File: src/rtl/arbiter_game_ctrl.sv
// arbiter_game_ctrl: two-player reaction game sequencer, foul/winner arbiter and score keeper
module arbiter_game_ctrl #(
    parameter int CLOCK_FREQ    = 12000000,
    parameter int TIMEOUT_COUNT = CLOCK_FREQ * 3,
    parameter int LOCKOUT_COUNT = CLOCK_FREQ / 2
) (
    input  logic       clk,
    input  logic       reset,
    input  logic       start_in,
    input  logic       btn_a_in,
    input  logic       btn_b_in,
    input  logic       cd_done_in,
    output logic       cd_reset_out,
    output logic       winner_a_out,
    output logic       winner_b_out,
    output logic       foul_a_out,
    output logic       foul_b_out,
    output logic       draw_out,
    output logic [3:0] score_a_out,
    output logic [3:0] score_b_out,
    output logic [1:0] state_out
);
    localparam int CW = $clog2(TIMEOUT_COUNT);
    localparam logic [CW-1:0] TIMEOUT_LAST = CW'(TIMEOUT_COUNT - 1);
    localparam logic [CW-1:0] LOCKOUT_LAST = CW'(LOCKOUT_COUNT - 1);
    localparam logic [1:0] IDLE      = 2'd0;
    localparam logic [1:0] COUNTDOWN = 2'd1;
    localparam logic [1:0] ARMED     = 2'd2;
    localparam logic [1:0] RESULT    = 2'd3;
    logic start_q, a_q, b_q;
    logic [CW-1:0] cnt;
    logic press_start, press_a, press_b;
    assign press_start = start_in & ~start_q;
    assign press_a     = btn_a_in & ~a_q;
    assign press_b     = btn_b_in & ~b_q;
    // previous-cycle samples start high so a level held through reset is not a press
    always_ff @(posedge clk or posedge reset) begin
        if (reset) begin
            start_q <= 1'b1;
            a_q     <= 1'b1;
            b_q     <= 1'b1;
        end else begin
            start_q <= start_in;
            a_q     <= btn_a_in;
            b_q     <= btn_b_in;
        end
    end
    // round sequencing, arbitration, shared timeout/lockout counter and saturating scores
    always_ff @(posedge clk or posedge reset) begin
        if (reset) begin
            state_out    <= IDLE;
            cd_reset_out <= 1'b1;
            winner_a_out <= 1'b0;
            winner_b_out <= 1'b0;
            foul_a_out   <= 1'b0;
            foul_b_out   <= 1'b0;
            draw_out     <= 1'b0;
            score_a_out  <= 4'd0;
            score_b_out  <= 4'd0;
            cnt          <= '0;
        end else begin
            case (state_out)
                IDLE: begin
                    cd_reset_out <= ~press_start;
                    if (press_start) state_out <= COUNTDOWN;
                end
                COUNTDOWN: begin
                    if (press_a || press_b) begin
                        foul_a_out   <= press_a;
                        foul_b_out   <= press_b;
                        if (press_a && !press_b && score_b_out != 4'hf) score_b_out <= score_b_out + 4'd1;
                        if (press_b && !press_a && score_a_out != 4'hf) score_a_out <= score_a_out + 4'd1;
                        state_out    <= RESULT;
                        cd_reset_out <= 1'b1;
                        cnt          <= '0;
                    end else if (cd_done_in) begin
                        state_out <= ARMED;
                        cnt       <= '0;
                    end
                end
                ARMED: begin
                    cnt <= cnt + 1'b1;
                    if (press_a || press_b || cnt == TIMEOUT_LAST) begin
                        winner_a_out <= press_a & ~press_b;
                        winner_b_out <= press_b & ~press_a;
                        draw_out     <= press_a == press_b;
                        if (press_a && !press_b && score_a_out != 4'hf) score_a_out <= score_a_out + 4'd1;
                        if (press_b && !press_a && score_b_out != 4'hf) score_b_out <= score_b_out + 4'd1;
                        state_out    <= RESULT;
                        cd_reset_out <= 1'b1;
                        cnt          <= '0;
                    end
                end
                RESULT: begin
                    if (press_start && cnt == LOCKOUT_LAST) begin
                        winner_a_out <= 1'b0;
                        winner_b_out <= 1'b0;
                        foul_a_out   <= 1'b0;
                        foul_b_out   <= 1'b0;
                        draw_out     <= 1'b0;
                        state_out    <= COUNTDOWN;
                        cd_reset_out <= 1'b0;
                    end else if (cnt != LOCKOUT_LAST) begin
                        cnt <= cnt + 1'b1;
                    end
                end
                default: begin
                    state_out    <= IDLE;
                    cd_reset_out <= 1'b1;
                end
            endcase
        end
    end
endmodule
File: config.mk
export PLATFORM = sky130hd
export DESIGN_NAME = arbiter_game_ctrl
export DESIGN_NICKNAME = d
export VERILOG_FILES = /design/src/rtl/arbiter_game_ctrl.sv
export SDC_FILE = /design/constraint.sdc
export NUM_CORES = 1
export LEC_CHECK = 0
export CAP_MARGIN = 20
export CORE_ASPECT_RATIO = 1.4
export CORE_MARGIN = 8
export CORE_UTILIZATION = 40
export DETAILED_ROUTE_END_ITERATION = 8
export GPL_TIMING_DRIVEN = 0
export PLACE_DENSITY = 0.63
export REMOVE_ABC_BUFFERS = 1
export SLEW_MARGIN = 0
export SYNTH_ARGS = -nofsm -noshare
export SYNTH_HDL_FRONTEND = slang
export SYNTH_SLANG_ARGS = --single-unit
File: constraint.sdc
create_clock -name clk -period 5.7 [get_ports clk]
set_input_delay 1.14 -clock clk [delete_from_list [all_inputs] [get_ports clk]]
set_output_delay 1.14 -clock clk [all_outputs]
set_load 0.1 [all_outputs]
==> impl_metrics.toml <==
[placed_design]
place_congestion = 0.787
io_buffers = 21
dp_hpwl_um = 3980
dp.cells = 334

[finish]
diodes = 0
mostFrequentLayoutCells = "41 x dfrtp_1, 23 x nand4_1, 22 x nor2_1, 21 x clkdlybuf4s50_1, 17 x xor2_1"
final_cells = 342
area_growth_pct = 13.0
nets = 285
final_common_cell = "dfrtp_1"
drive_above_1_share_pct = 12.7

[floorplan]
rows = 35
fp.dieArea_mm2 = 0.00946
design.core.area_mm2 = 0.00648
start_util_pct = 40.5
die_h_um = 112
io_pins = 22
die_x_um = 84.5

[timing]
final_hold_viol_count = 0
finalCritPeriodShare_pct = 57.2
final_max_slew_viol_count = 0
timing.hold.ws_ns = 0.512
rsz0062_at_grt = "no"
setup-tns-final_ns = 0
finalSetupViolations = 0
slew_headroom_pct = 34.6
worstMarginPinSlew_ns = 0.978
fin_skew_ns = 0.00898
max_freq_ghz = 0.307
min_period_ns = 3.26

[logic_synthesis]
synth_top_area_share_pct = 39.0
synth.distinct_cells = 48
synth_area_leader_cell = "dfrtp_1"
syn_area_mm2 = 0.00263
synth_ff_type = "dfrtp_1"
seq_area_frac_synth_pct = 43.0
synth_edf_count = 0
yosysWarningCount = 0
ys_ff_latch = 45
syn-instance-count = 247
async_flop_share_pct = 100
ys_top_cells_by_area = "dfrtp_1 39%, ha_1 5.7%, xor2_1 5.7%"
syn-mean-instance-area_um2 = 10.6

[clocking]
clkTransAtPathRegs_ns = 0.08
htreeDepth = 2
cts.sinks = 45
cts_buffer_depth = 2
cts-root-buf = "clkbuf_8"
clk_latency_ns = 0.29
cts_made_buffers = 5
post-cts-setup-buffer-count = 0
postCtsHoldBufs = 0
cts_resized = 0
cts_tree = "done"

[global_routing]
overflow = 0
grt_use_total_pct = 11.8
grt_start_max_net_pins = 29
grt_pass1_vias = 1865
antenna_found_initial = 0
grt_pass1_wl_um = 9030

[setup_path]
r2r_start = "cnt[20]$_DFFE_PP0P_"
worst-path-max-fanout = 24
cp_top_family = "simple AND/OR/NAND/NOR gates"
worst_setup_path_start_kind = "input port"
cp_cell_sequence = "clkdlybuf4s50_1 > nand2b_1 > ha_1 > and3b_1 > nor2_8 > and3b_1 > nor2_1"
worstPathRequired_ns = 5.85
crit_buf_inv = 1
crit_path_max_incr_delay_ns = 0.77
cp_common_cell = "and3b_1"
critPathArrivalTime_ns = 3.41
cp_slowest_cell = "and3b_1"
timing.rr.end = "cnt[20]$_DFFE_PP0P_"
crit_start = "btn_a_in"
endpoint_kind = "register"
critical_path_class = "input port to register"
worst-path-stages = 7
reg2reg_depth = 5
crit_path_end = "cnt[20]$_DFFE_PP0P_"
regToRegSetupSlack_ns = 3.05

[detailed_routing]
postRouteAntennaNets = 0
post_drt_wl_per_cell_um = 15.7
drt_iter0_markers = 90
viasPerCell = 5.62
via_count = 1922
drt-total-wl_um = 5390
drc = 0
drt_pass1_iterations = 4

[outcome]
status = "completed"

[power_and_ir_drop]
power_mw = 1.60
powerDensity_mw_per_mm2 = 539
peakVddDrop_mv = 0.428
power.leakage_nw = 1.26

[flow_run]
cap_viol_max_count = 0

[worst_hold_path]
hold_depth = 1
min_path_type = "register to register"
## area by class of cell
| class | count | area [um^2] |
|---|---|---|
| Multi-Input combinational cell | 186 | 1400 |
| Sequential cell | 45 | 1130 |
| Clock buffer | 8 | 90.1 |
| Fill cell | 610 | 3510 |
| Inverter | 7 | 26.3 |
| Tap cell | 74 | 92.6 |
| Timing Repair Buffer | 22 | 230 |
## power by group
part           switching, mW  total, mW  internal (mW)  leakage (nW)
Sequential            0.0615      0.449          0.388         0.589
Clock                  0.102      0.201         0.0990        0.0455
Combinational          0.673      0.950          0.277         0.624
Total                  0.837       1.60          0.764          1.26
## per-layer routing
| layer | GRT usage, % | part of all wire, % |
|---|---|---|
| met3 | 2.73 | 2.7 |
| met2 | 20.8 | 51 |
| met1 | 13.3 | 44 |
| met4 | 4.42 | 1.7 |
| met5 | 0 | 0 |
## stage by stage
stage	setup WS (ns)	util [%]	area, um^2
finish	2.44	45.8	2970
global route	2.21	45.8	2970
CTS	2.37	45.8	2970
detailed placement	2.05	44.4	2880
global placement	2.09	44.1	2860
floorplan	2.97	-	2560
## worst min path at each step
stage	startpoint	to	slack, ns
final	foul_b_out$_DFFE_PP0P_	foul_b_out$_DFFE_PP0P_	0.51
after global routing	score_b_out[3]$_DFFE_PP0P_	score_b_out[3]$_DFFE_PP0P_	0.53
after CTS	score_b_out[3]$_DFFE_PP0P_	score_b_out[3]$_DFFE_PP0P_	0.51
after detailed placement	score_b_out[3]$_DFFE_PP0P_	score_b_out[3]$_DFFE_PP0P_	0.49
after global placement	score_a_out[3]$_DFFE_PP0P_	score_a_out[3]$_DFFE_PP0P_	0.48
after floorplan	cnt[25]$_DFFE_PP0P_	cnt[25]$_DFFE_PP0P_	0.51
## sequential cells by signal, indices dropped and copies added, names as in the netlist, 2 cells and up
name	count
cnt	26
score_a_out	4
score_b_out	4
state_out	2
## cells by family (layout without fill, tap and decap cells)
| family | count (synthesis) | in the layout | share of synthesized area, % |
|---|---|---|---|
| DFF | 45 | 45 | 43.0 |
| xor gates and xnor gates | 23 | 23 | 7.67 |
| muxes | 5 | 5 | 2.67 |
| and+or+nand+nor | 116 | 116 | 29.4 |
| adders and majority gates | 12 | 12 | 5.71 |
| buffers and inverters | 16 | 37 | 3.67 |
| AOI/OAI and AO/OA | 30 | 30 | 7.81 |
## synthesized netlist by cell type (2+ instances only)
library cell / number
dfrtp_1: 41
nand4_1: 23
nor2_1: 22
xor2_1: 17
ha_1: 12
nand3_1: 12
a21oi_1: 8
inv_1: 7
nand2_1: 7
o21ai_0: 7
or3_1: 6
xnor2_1: 6
and2_1: 5
and3_1: 5
and4_1: 4
and4bb_2: 4
dfstp_2: 4
mux2_4: 4
nand3_2: 4
a32o_1: 3
and3b_1: 3
buf_4: 3
buf_6: 3
nand2b_1: 3
o211ai_1: 3
a22o_1: 2
a22oi_1: 2
buf_2: 2
nand3b_1: 2
nor2b_1: 2
o21ai_2: 2
o31ai_1: 2
or2_2: 2
No activity file was read; power rests on OpenSTA's default activity.
